File: config.mk
export PLATFORM = sky130hd
export DESIGN_NAME = gshare_pht_sched_flat
export DESIGN_NICKNAME = d
export VERILOG_FILES = /design/src/rtl/gshare_pht_sched_if.sv /design/src/rtl/gshare_pht_sched.sv /design/src/flat_wrapper.sv
export SDC_FILE = /design/constraint.sdc
export NUM_CORES = 1
export LEC_CHECK = 0
export BUFFER_PORTS_ARGS = -buffer_cell sky130_fd_sc_hd__buf_2
export CAP_MARGIN = 40
export CORE_UTILIZATION = 45
export DETAILED_ROUTE_END_ITERATION = 16
export PLACE_DENSITY = 0.7
export RECOVER_POWER = 100
export REMOVE_ABC_BUFFERS = 1
export SYNTH_ARGS = -nofsm -noshare
export SYNTH_HDL_FRONTEND = slang
export SYNTH_SLANG_ARGS = --single-unit
File: constraint.sdc
create_clock -name clk -period 3.37 [get_ports clk]
set_input_delay 0.674 -clock clk [delete_from_list [all_inputs] [get_ports clk]]
set_output_delay 0.674 -clock clk [all_outputs]
set_load 0.02 [all_outputs]
File: src/rtl/gshare_pht_sched_if.sv
// -----------------------------------------------------------------------------
// gshare_pht_sched_if
// Bundles the three buses that meet at the gshare PHT scheduler:
//   - commit-side update handshake  (upd_valid/upd_ready/upd_pc/upd_taken)
//   - fetch-side lookup             (pred_req/pred_pc/pred_gnt/pred_valid/pred_taken)
//   - single-port PHT SRAM access   (pht_en/pht_we/pht_addr/pht_wdata/pht_rdata)
// The scheduler connects through the slave modport; the environment (fetch,
// commit and the SRAM macro) connects through the master modport.
// Parameter:
//   PHT_IDX  PHT index width, must match the scheduler's PHT_IDX
// -----------------------------------------------------------------------------
interface gshare_pht_sched_if #(
  parameter int PHT_IDX = 8
);
  logic               upd_valid;
  logic               upd_ready;
  logic [31:0]        upd_pc;
  logic               upd_taken;

  logic               pred_req;
  logic [31:0]        pred_pc;
  logic               pred_gnt;
  logic               pred_valid;
  logic               pred_taken;

  logic               pht_en;
  logic               pht_we;
  logic [PHT_IDX-1:0] pht_addr;
  logic [1:0]         pht_wdata;
  logic [1:0]         pht_rdata;

  modport slave (
    input  upd_valid, upd_pc, upd_taken, pred_req, pred_pc, pht_rdata,
    output upd_ready, pred_gnt, pred_valid, pred_taken,
           pht_en, pht_we, pht_addr, pht_wdata
  );

  modport master (
    output upd_valid, upd_pc, upd_taken, pred_req, pred_pc, pht_rdata,
    input  upd_ready, pred_gnt, pred_valid, pred_taken,
           pht_en, pht_we, pht_addr, pht_wdata
  );
endinterface

File: src/rtl/gshare_pht_sched.sv
// -----------------------------------------------------------------------------
// gshare_pht_sched
// Arbitrates the single-port, 1-cycle-read PHT SRAM between fetch lookups and
// queued commit-time counter updates. Sweeps the table to weakly-not-taken
// after reset or bp_clear, owns the committed global history register, and
// performs saturating 2-bit read-modify-write updates (read in RUN, write in
// UPD_WR on the following cycle).
// Ports:
//   clk          clock
//   rst          synchronous reset, active-low
//   bp_clear_i   soft re-init: drop queue, clear GHR, re-sweep the PHT
//   bus          slave side of gshare_pht_sched_if (update, lookup, SRAM)
//   ghr_o        committed global history
//   init_done_o  high once the table sweep has finished
// -----------------------------------------------------------------------------
module gshare_pht_sched #(
  parameter int PHT_IDX    = 8,
  parameter int GHR_DEPTH  = 8,
  parameter int UPDQ_DEPTH = 4,
  parameter int STARVE_MAX = 7
) (
  input  logic                 clk,
  input  logic                 rst,
  input  logic                 bp_clear_i,
  gshare_pht_sched_if.slave    bus,
  output logic [GHR_DEPTH-1:0] ghr_o,
  output logic                 init_done_o
);

  localparam int QW = $clog2(UPDQ_DEPTH);
  localparam int SW = $clog2(STARVE_MAX + 1);

  typedef enum logic [1:0] {
    S_INIT   = 2'd0,
    S_RUN    = 2'd1,
    S_UPD_WR = 2'd2
  } state_e;

  typedef struct packed {
    logic [PHT_IDX-1:0] idx;
    logic               taken;
  } upd_t;

  state_e             state_q;
  logic [PHT_IDX-1:0] sweep_q;
  logic [GHR_DEPTH-1:0] ghr_q;
  logic [QW:0]        wr_ptr_q;
  logic [QW:0]        rd_ptr_q;
  logic [SW-1:0]      starve_q;
  upd_t               cur_q;
  logic               pred_valid_q;
  upd_t               q_mem [UPDQ_DEPTH];

  logic               q_empty;
  logic               q_full;
  upd_t               q_head;
  logic               in_run;
  logic               upd_urgent;
  logic               pred_gnt;
  logic               upd_rd;
  logic               push;
  logic               upd_ready;
  logic [PHT_IDX-1:0] pred_idx;
  logic [PHT_IDX-1:0] upd_idx;
  logic [1:0]         sat_d;
  logic               pht_en_d;
  logic               pht_we_d;
  logic [PHT_IDX-1:0] pht_addr_d;
  logic [1:0]         pht_wdata_d;

  // Only PC bits [PHT_IDX+1:2] participate in the hash.
  logic unused_pc_bits;
  assign unused_pc_bits = ^{bus.pred_pc[31:PHT_IDX+2], bus.pred_pc[1:0],
                            bus.upd_pc[31:PHT_IDX+2],  bus.upd_pc[1:0]};

  // Extra pointer bit distinguishes full from empty when the indices match.
  assign q_empty = (wr_ptr_q == rd_ptr_q);
  assign q_full  = (wr_ptr_q[QW] != rd_ptr_q[QW]) &&
                   (wr_ptr_q[QW-1:0] == rd_ptr_q[QW-1:0]);
  assign q_head  = q_mem[rd_ptr_q[QW-1:0]];

  assign init_done_o = (state_q != S_INIT);
  assign upd_ready   = init_done_o & ~q_full;
  assign push        = bus.upd_valid & upd_ready;

  // Both hashes use the committed GHR as it stands this cycle, so a same-cycle
  // enqueue never influences a same-cycle lookup.
  assign pred_idx = ghr_q[PHT_IDX-1:0] ^ bus.pred_pc[PHT_IDX+1:2];
  assign upd_idx  = ghr_q[PHT_IDX-1:0] ^ bus.upd_pc[PHT_IDX+1:2];

  // Port priority inside RUN: forced update read, then lookup, then idle read.
  assign in_run     = (state_q == S_RUN);
  assign upd_urgent = in_run && !q_empty && (q_full || starve_q == SW'(STARVE_MAX));
  assign pred_gnt   = in_run && bus.pred_req && !upd_urgent;
  assign upd_rd     = upd_urgent || (in_run && !bus.pred_req && !q_empty);

  // Saturating step of the counter read on the previous cycle.
  always_comb begin
    sat_d = bus.pht_rdata;
    if (cur_q.taken) begin
      if (bus.pht_rdata != 2'b11) sat_d = bus.pht_rdata + 2'd1;
    end else begin
      if (bus.pht_rdata != 2'b00) sat_d = bus.pht_rdata - 2'd1;
    end
  end

  // NOTE: every output of this block gets a default before the case so that no
  // path leaves a signal unassigned and a latch is never inferred.
  always_comb begin
    pht_en_d    = 1'b0;
    pht_we_d    = 1'b0;
    pht_addr_d  = '0;
    pht_wdata_d = 2'b00;
    case (state_q)
      S_INIT: begin
        pht_en_d    = 1'b1;
        pht_we_d    = 1'b1;
        pht_addr_d  = sweep_q;
        pht_wdata_d = 2'b01;
      end
      S_RUN: begin
        if (pred_gnt) begin
          pht_en_d   = 1'b1;
          pht_addr_d = pred_idx;
        end else if (upd_rd) begin
          pht_en_d   = 1'b1;
          pht_addr_d = q_head.idx;
        end
      end
      S_UPD_WR: begin
        // An abandoned read-modify-write must not reach the table.
        if (!bp_clear_i) begin
          pht_en_d    = 1'b1;
          pht_we_d    = 1'b1;
          pht_addr_d  = cur_q.idx;
          pht_wdata_d = sat_d;
        end
      end
      default: ;
    endcase
  end

  // NOTE: the queue storage has no reset; the pointers alone define which
  // entries are live, so clearing the array would only cost reset fan-out.
  always_ff @(posedge clk) begin
    if (push) q_mem[wr_ptr_q[QW-1:0]] <= '{idx: upd_idx, taken: bus.upd_taken};
  end

  // NOTE: all sequential state uses non-blocking assignments so every register
  // samples the pre-edge values regardless of statement order.
  always_ff @(posedge clk) begin
    if (!rst) begin
      state_q      <= S_INIT;
      sweep_q      <= '0;
      ghr_q        <= '0;
      wr_ptr_q     <= '0;
      rd_ptr_q     <= '0;
      starve_q     <= '0;
      cur_q        <= '0;
      pred_valid_q <= 1'b0;
    end else begin
      // A grant issued in the bp_clear cycle still returns its data.
      pred_valid_q <= pred_gnt;
      if (bp_clear_i) begin
        state_q  <= S_INIT;
        sweep_q  <= '0;
        ghr_q    <= '0;
        wr_ptr_q <= '0;
        rd_ptr_q <= '0;
        starve_q <= '0;
      end else begin
        if (push) begin
          ghr_q    <= {ghr_q[GHR_DEPTH-2:0], bus.upd_taken};
          wr_ptr_q <= wr_ptr_q + 1'b1;
        end
        if (upd_rd) begin
          rd_ptr_q <= rd_ptr_q + 1'b1;
          cur_q    <= q_head;
          starve_q <= '0;
        end else if (pred_gnt && !q_empty && starve_q != SW'(STARVE_MAX)) begin
          starve_q <= starve_q + 1'b1;
        end
        case (state_q)
          S_INIT: begin
            sweep_q <= sweep_q + 1'b1;
            if (sweep_q == '1) state_q <= S_RUN;
          end
          S_RUN:    if (upd_rd) state_q <= S_UPD_WR;
          S_UPD_WR: state_q <= S_RUN;
          default:  state_q <= S_INIT;
        endcase
      end
    end
  end

  assign bus.upd_ready  = upd_ready;
  assign bus.pred_gnt   = pred_gnt;
  assign bus.pred_valid = pred_valid_q;
  assign bus.pred_taken = pred_valid_q & bus.pht_rdata[1];
  assign bus.pht_en     = pht_en_d;
  assign bus.pht_we     = pht_we_d;
  assign bus.pht_addr   = pht_addr_d;
  assign bus.pht_wdata  = pht_wdata_d;
  assign ghr_o          = ghr_q;

endmodule

File: src/flat_wrapper.sv
// flat-port wrapper written by rule: the top's interface ports become plain ports
module gshare_pht_sched_flat 
#(
  parameter int PHT_IDX    = 8,
  parameter int GHR_DEPTH  = 8,
  parameter int UPDQ_DEPTH = 4,
  parameter int STARVE_MAX = 7
)
  (clk, rst, bp_clear_i, ghr_o, init_done_o, bus_upd_valid, bus_upd_pc, bus_upd_taken, bus_pred_req, bus_pred_pc, bus_pht_rdata, bus_upd_ready, bus_pred_gnt, bus_pred_valid, bus_pred_taken, bus_pht_en, bus_pht_we, bus_pht_addr, bus_pht_wdata);
  gshare_pht_sched_if #(.PHT_IDX(PHT_IDX)) bus_i ();
  input  logic clk;
  input  logic rst;
  input  logic bp_clear_i;
  output logic [GHR_DEPTH-1:0] ghr_o;
  output logic init_done_o;
  input wire logic [$bits(bus_i.upd_valid)-1:0] bus_upd_valid;
  input wire logic [$bits(bus_i.upd_pc)-1:0] bus_upd_pc;
  input wire logic [$bits(bus_i.upd_taken)-1:0] bus_upd_taken;
  input wire logic [$bits(bus_i.pred_req)-1:0] bus_pred_req;
  input wire logic [$bits(bus_i.pred_pc)-1:0] bus_pred_pc;
  input wire logic [$bits(bus_i.pht_rdata)-1:0] bus_pht_rdata;
  output wire logic [$bits(bus_i.upd_ready)-1:0] bus_upd_ready;
  output wire logic [$bits(bus_i.pred_gnt)-1:0] bus_pred_gnt;
  output wire logic [$bits(bus_i.pred_valid)-1:0] bus_pred_valid;
  output wire logic [$bits(bus_i.pred_taken)-1:0] bus_pred_taken;
  output wire logic [$bits(bus_i.pht_en)-1:0] bus_pht_en;
  output wire logic [$bits(bus_i.pht_we)-1:0] bus_pht_we;
  output wire logic [$bits(bus_i.pht_addr)-1:0] bus_pht_addr;
  output wire logic [$bits(bus_i.pht_wdata)-1:0] bus_pht_wdata;
  assign bus_i.upd_valid = bus_upd_valid;
  assign bus_i.upd_pc = bus_upd_pc;
  assign bus_i.upd_taken = bus_upd_taken;
  assign bus_i.pred_req = bus_pred_req;
  assign bus_i.pred_pc = bus_pred_pc;
  assign bus_i.pht_rdata = bus_pht_rdata;
  assign bus_upd_ready = bus_i.upd_ready;
  assign bus_pred_gnt = bus_i.pred_gnt;
  assign bus_pred_valid = bus_i.pred_valid;
  assign bus_pred_taken = bus_i.pred_taken;
  assign bus_pht_en = bus_i.pht_en;
  assign bus_pht_we = bus_i.pht_we;
  assign bus_pht_addr = bus_i.pht_addr;
  assign bus_pht_wdata = bus_i.pht_wdata;
  gshare_pht_sched #(.PHT_IDX(PHT_IDX), .GHR_DEPTH(GHR_DEPTH), .UPDQ_DEPTH(UPDQ_DEPTH), .STARVE_MAX(STARVE_MAX)) u_core (.clk(clk), .rst(rst), .bp_clear_i(bp_clear_i), .bus(bus_i), .ghr_o(ghr_o), .init_done_o(init_done_o));
endmodule
==> results.tsv, run 1 <==
metric	value	unit
p_int	1.39	mW
timing.fmax	321	MHz
status	finished, final reports clean	
drc	0	
die_w	90.4	um
n_fill_cell	637	
synthArstFlopShare	0	
place.port_buffers	48	
grt_max_degree	22	
synth_top_area_frac	0.307	
synth_area_leaders	edfxtp_1, dfxtp_1, mux4_2	
initial_core_util	0.475	
clkPwrFrac	0.430	
synth_cells	310	
power.total	1.77	mW
worstPathMaxFanout	9	
antenna_found_initial	0	
dp_hpwl	5270	um
cts_setup_buffers	0	
synth_top_area_cell	edfxtp_1	
cts.sinks	75	
hold_end	u_core.cur_q[4]	
ant_nets	0	
reg2reg_slack	1.05	ns
gp_congestion	0.814	
place_inst	447	
worstSetupPathType	reg -> out	
combPwrFrac	0.031	
p_leak	1.51	nW
cp-end-kind	primary output	
wl_per_cell	16.1	um
hold_start	u_core.cur_q[4]	
fin_cells	463	
slew_viol_final	0	
postRouteWirelength	7480	um
worstMarginPinSlew	1.30	ns
dr.pass1.iters	5	
p_sw	380	uW
rsz0062_at_grt	false	
slew_headroom	0.132	
final_common_cell	nand2_1	
synth_edf_count	36	
cts-root-buf	clkbuf_8	
hold_path.class	reg -> reg	
avgSynthCellArea	11.3	um^2
setup_viol	0	
drive_gt1_frac	0.170	
grt_pass1_vias	2423	
fin_crit_sh	0.924	
ys.flop_type	dfxtp_1	
r2r-end	u_core.q_mem[3][1]	
r2r_cells	3	
placementRows	31	
detail_route.vias_per_cell	5.35	
vias	2475	
clk_pin_slew	0.08	ns
ys_ff_latch	75	
cts_tree	built	
cp.required	2.70	ns
drv_cap	0	
grt-ovfl-total	0	
clk_path_buf_depth	2	
drt_iter0_markers	124	
worstHoldPathCells	2	
crit_arrival	2.44	ns
grt_pass1_wl	12300	um
sw_frac_of_total	0.214	
finClkSkew	0.00513	ns
power_density	441	nW/um^2
fin_setup_tns	0	ns
seq_area_frac_synth	0.529	
die-area	8180	um^2
ctsHoldBuffers	0	
final_cell_mix	nand2_1, dfxtp_1, edfxtp_1	
syn_area	3520	um^2
ys_types	44	
area_growth	14.3	%
seqPwrFrac	0.538	
yosysWarnings	0	
h-tree-depth	3	
clock_latency	0.36	ns
grt_use_total	0.199	
final_util	0.543	
fp.coreArea	7410	um^2
nNetsFinal	439	
pin_count	97	
diodes	0	
cts-buffers-inserted	9	
timing.rr.start	u_core.state_q[1]	
die_h	90.4	um
start_kind	flop	
fin_crit	3.12	ns
finalHoldViolCount	0	
ctsResizeCount	0	
ir_drop	0.316	mV
-- power by group through the flow --
stage	Sequential, mW	Clock (mW)	Combinational [mW]
floorplan	0.975	0	0.0236
global placement	0.975	0	0.0552
detailed placement	0.975	0	0.0569
CTS	0.954	0.775	0.0570
global route	0.955	0.811	0.0622
finish	0.954	0.763	0.0558
-- worst max-delay path by stage --
stage,end,slack (ns),cells past startpoint,start
2_1_floorplan,bus_pht_wdata[1],0.77,2,u_core.state_q[1]
3_3_place_gp,bus_pht_addr[1],0.71,5,u_core.wr_ptr_q[1]
3_5_place_dp,bus_pht_addr[1],0.65,5,u_core.wr_ptr_q[1]
4_1_cts,bus_pht_addr[1],0.25,5,u_core.wr_ptr_q[1]
5_1_grt,bus_pht_addr[6],0.15,5,u_core.wr_ptr_q[1]
6_report,bus_pht_addr[1],0.25,5,u_core.wr_ptr_q[1]
-- per-stage QoR --
stage / area [um^2] / worst slack, ns / hold slack [ns]
4_1_cts: 4070 / 0.248 / 0.464
6_report: 4020 / 0.254 / 0.463
3_3_place_gp: 3850 / 0.710 / 0.445
3_5_place_dp: 3850 / 0.652 / 0.454
5_1_grt: 4020 / 0.148 / 0.476
2_1_floorplan: 3460 / 0.772 / 0.438
-- worst max-delay path: stages (launching register included) --
cell,delay (ns)
dfxtp_1,0.49
xor2_2,0.36
o21ai_0,0.21
a21oi_2,0.51
a221o_2,0.26
clkbuf_1,0.23
-- sequential cells by signal, indices dropped and copies added (netlist names), named ones only --
signal	flops
u_core.sweep_q	8
u_core.wr_ptr_q	3
u_core.q_mem	36
u_core.rd_ptr_q	3
u_core.cur_q	9
u_core.bus.pred_valid	1
u_core.starve_q	3
u_core.ghr_o	8
u_core.state_q	2
-- layout make-up --
cell class | instances | area (um^2) | share of cell area
sequential | 75 | 1860 | 0.463
multi-input combinational | 214 | 1560 | 0.387
timing repair buffer | 52 | 234 | 0.0582
clock buffer | 10 | 128 | 0.0317
tap | 99 | 124 | 0.0308
clock inverter | 6 | 88.8 | 0.0221
inverter | 7 | 26.3 | 0.00654
-- metal layers --
layer	global-route usage	part of all wire	up-vias
li1	-	-	1217
met2	0.328	0.49	61
met4	0.0806	0.018	0
met5	0	0	-
met3	0.0455	0.043	10
met1	0.252	0.45	1187
-- synthesized netlist by cell type, types with 2 or more instances --
cell / instances
inv_1: 6
xor2_1: 22
nor3_1: 3
a221o_2: 4
and3_1: 6
nand2_1: 49
nand3_1: 11
xor2_2: 2
nand3b_1: 8
and3_2: 2
mux4_2: 9
dfxtp_1: 39
nand2b_1: 2
a221o_1: 3
and2_1: 2
mux2i_1: 12
a21oi_1: 10
nand4_1: 4
nor2b_1: 2
buf_2: 2
xnor2_1: 8
o21ai_0: 15
ha_1: 8
nor2_1: 15
clkbuf_1: 11
a211oi_1: 2
edfxtp_1: 36
-- kinds of logic after synthesis --
kind of cell             count (synthesis)  synth area share
AO/OA/AOI/OAI                           47            0.0982
adder cells (fa/ha/maj)                  8            0.0285
AND/OR/NAND/NOR                        106             0.143
multiplexers                            21            0.0917
XOR/XNOR                                32            0.0839
buffers and inverters                   21            0.0252
flip-flops                              75             0.529
Note: power is estimated with default switching activity, not from simulation.
==> run 2, diff against run 1 <==
==> constraint.sdc (replaced) <==
create_clock -name clk -period 3.37 [get_ports clk]
set_input_delay 0.1685 -clock clk [delete_from_list [all_inputs] [get_ports clk]]
set_output_delay 0.1685 -clock clk [all_outputs]
set_load 0.02 [all_outputs]
==> results.tsv, run 2 (synthesis results as in run 1) <==
metric	value	unit
finClkSkew	0.00896	ns
ctsHoldBuffers	0	
crit_chain	xor2_1 > o21ai_0 > a21oi_2 > a221o_2 > clkbuf_1	
status	finished, final reports clean	
cts.sinks	75	
final_cell_mix	nand2_1, dfxtp_1, edfxtp_1	
grt_pass1_wl	12200	um
dpl_cell_area	3840	um^2
die-area	8180	um^2
h-tree-depth	3	
drive_gt1_frac	0.163	
cts-root-buf	clkbuf_8	
nNetsFinal	438	
ant_nets	0	
postRouteWirelength	7500	um
cts-buffers-inserted	9	
power_density	438	nW/um^2
crit_arrival	2.54	ns
dp_hpwl	5210	um
setup_viol	0	
grt_max_degree	22	
clk_path_buf_depth	2	
pin_count	97	
power.total	1.75	mW
place_inst	446	
slowest_delay	0.52	ns
initial_core_util	0.475	
placementRows	31	
slew_viol_final	0	
grt_pass1_vias	2419	
cp-end-kind	primary output	
p_leak	1.51	nW
clk_pin_slew	0.07	ns
worstMarginPinSlew	1.41	ns
final_common_cell	nand2_1	
detail_route.vias_per_cell	5.36	
crit_slowest_cell	a21oi_2	
cts_tree	built	
worstPathMaxFanout	9	
critPathTopFamily	compound AO/OA/AOI/OAI gates	
slew_headroom	0.0566	
ir_drop	0.225	mV
fin_cells	462	
fin_crit_sh	0.803	
drv_cap	0	
finalHoldViolCount	0	
cp.required	3.20	ns
stdcell_area	4000	um^2
final_util	0.540	
timing.fmax	370	MHz
vias	2478	
clock_latency	0.35	ns
area_growth	13.6	%
antenna_found_initial	0	
fin_setup_tns	0	ns
place.port_buffers	48	
rsz0062_at_grt	false	
fin_crit	2.71	ns
worst-path-buf-inv	1	
largest_reg_flops	36	
dr.pass1.iters	5	
cts_setup_buffers	0	
hold_path.class	in -> reg	
die_h	90.4	um
worstSetupPathType	reg -> out	
fp.coreArea	7410	um^2
start_kind	flop	
grt_use_total	0.196	
diodes	0	
drc	0	
gp_congestion	0.816	
die_w	90.4	um
ctsResizeCount	0	
grt-ovfl-total	0	
wl_per_cell	16.2	um
drt_iter0_markers	118	
==> run 2: cell types whose count changed in the layout (fill, tap and decap cells not counted), sizes merged <==
cell      delta
inv          -1
clkinv       +1
clkinvlp     -1
clkbuf       +1
buf          -1
==> run 2: tightest hold or removal path, delay by kind of cell <==
| family | cells | cell delay (ns) |
|---|---|---|
| AND/OR/NAND/NOR | 1 | 0.07 |
| AO/OA/AOI/OAI | 1 | 0.06 |
| buffers and inverters | 1 | 0.12 |
==> run 2: final timing paths <==
check | cells past startpoint | slack [ns] | to | from
setup reg to reg | 3 | 1.05 | u_core.q_mem[3][6] | u_core.state_q[1]
hold reg to reg | 2 | 0.46 | u_core.cur_q[4] | u_core.cur_q[4]
hold / removal | 3 | 0.12 | u_core.ghr_o[0] | bus_upd_taken
setup / recovery | 5 | 0.66 | bus_pht_addr[5] | u_core.wr_ptr_q[1]
==> run 2: final cells by class <==
| type | count | area (um^2) |
|---|---|---|
| timing repair buffer | 51 | 226 |
| tap | 99 | 124 |
| sequential | 75 | 1860 |
| clock inverter | 5 | 77.6 |
| fill | 665 | 3410 |
| clock buffer | 11 | 131 |
| multi-input combinational | 214 | 1550 |
| inverter | 7 | 26.3 |
==> run 2: metrics by stage <==
stage | setup WS (ns) | hold WS (ns)
finish | 0.664 | 0.124
global route | 0.414 | 0.120
floorplan | 1.28 | 0.267
global placement | 1.11 | 0.409
CTS | 0.717 | 0.0471
detailed placement | 1.12 | 0.414
==> run 2: power by group <==
part           switching [mW]  leakage [nW]  total (mW)  internal [mW]
registers             0.00127         0.638       0.955          0.953
clock network           0.326         0.103       0.741          0.415
logic                  0.0339         0.767      0.0556         0.0216
total                   0.362          1.51        1.75           1.39
==> run 2: layer usage <==
layer	up-vias	routed length, um	GRT usage	share of wire
met5	-	0	0	0
met4	0	108	0.0753	0.014
met3	10	369	0.0412	0.049
met2	72	3620	0.323	0.48
met1	1179	3400	0.253	0.45
li1	1217	-	-	-
==> run 3, diff against run 2 <==
Settings changed: PLACE_DENSITY 0.7 to 0.73.
Clock period 3.37 ns to 2.3 ns, I/O delays scaled along.
==> results.tsv, run 3 (synthesis results as in run 1) <==
metric	value	unit
ant_nets	0	
hold_path.class	in -> reg	
grt_pass1_wl	12000	um
worstPathMaxFanout	10	
crit_chain	xor2_4 > o31a_2 > and2_4 > a221o_2 > buf_2	
cts.sinks	75	
slew_viol_final	0	
critPathTopFamily	compound AO/OA/AOI/OAI gates	
clk_pin_slew	0.08	ns
slowest_delay	0.41	ns
rsz0062_at_grt	false	
finClkSkew	0.00713	ns
drive_gt1_frac	0.243	
pin_count	97	
fin_crit_sh	0.978	
status	finished, final reports clean	
crit_slowest_cell	o31a_2	
largest_reg_flops	36	
crit_arrival	2.13	ns
timing.fmax	445	MHz
stdcell_area	4120	um^2
antenna_found_initial	0	
h-tree-depth	3	
cp.required	2.18	ns
die_h	90.4	um
drv_cap	0	
fin_worst_hold_slack	0.110	ns
die_w	90.4	um
final_common_cell	nand2_1	
postRouteWirelength	7430	um
fp.coreArea	7410	um^2
power.total	2.40	mW
finalHoldViolCount	0	
drc	0	
dp_hpwl	5140	um
fin_crit	2.25	ns
grt_pass1_vias	2407	
dr.pass1.iters	4	
area_growth	17.0	%
drt_iter0_markers	131	
dpl_cell_area	3910	um^2
grt-ovfl-total	0	
worst_slack	0.0508	ns
diodes	0	
clock_latency	0.35	ns
clk_path_buf_depth	2	
vias	2515	
placementRows	31	
fin_setup_tns	0	ns
slew_headroom	0.472	
power_density	582	nW/um^2
dpl_worst_slack	0.316	ns
gp_congestion	0.782	
grt_use_total	0.192	
wl_per_cell	15.7	um
ir_drop	0.304	mV
final_cell_mix	nand2_1, buf_2, edfxtp_1	
worstMarginPinSlew	0.791	ns
cp-end-kind	primary output	
worstSetupPathType	reg -> out	
cts-root-buf	clkbuf_8	
worst-path-buf-inv	1	
setup_viol	0	
p_leak	1.61	nW
initial_core_util	0.475	
nNetsFinal	450	
detail_route.vias_per_cell	5.31	
cts_tree	built	
fin_cells	474	
place.port_buffers	48	
start_kind	flop	
final_util	0.555	
grt_max_degree	21	
cts-buffers-inserted	9	
die-area	8180	um^2
place_inst	455	
## run 3: worst paths after layout
check                     start                  to  slack (ns)  depth (start not counted)
min               bus_upd_pc[6]  u_core.q_mem[3][5]        0.11                          2
max          u_core.wr_ptr_q[1]     bus_pht_addr[1]        0.05                          5
min reg2reg     u_core.cur_q[3]     u_core.cur_q[3]        0.46                          2
max reg2reg   u_core.state_q[0]  u_core.wr_ptr_q[1]        0.37                          5
## run 3: cell type report
| type | count | area [um^2] |
|---|---|---|
| clock buffer | 9 | 124 |
| clock inverter | 7 | 52.6 |
| fill | 637 | 3290 |
| inverter | 7 | 26.3 |
| multi-input combinational | 214 | 1580 |
| sequential | 75 | 1870 |
| tap | 99 | 124 |
| timing repair buffer | 63 | 340 |
## run 3: per-layer routing
layer / global-route usage / wire, um
met3: 0.0354 / 278
met2: 0.323 / 3540
met5: 0 / 0
met1: 0.242 / 3480
met4: 0.0860 / 136
## run 3: power breakdown
part | leakage [nW] | internal (mW) | switching (mW)
sequential | 0.640 | 1.40 | 0.00217
combinational | 0.890 | 0.0344 | 0.0516
clock | 0.0799 | 0.396 | 0.516
## run 3: timing repair
action,in CTS,in global routing
hold endpoints to repair,1,0
pin swaps,0,0
setup endpoints to repair,7,6
hold buffers,1,0
gates resized for setup,3,3
buffers inserted,0,2
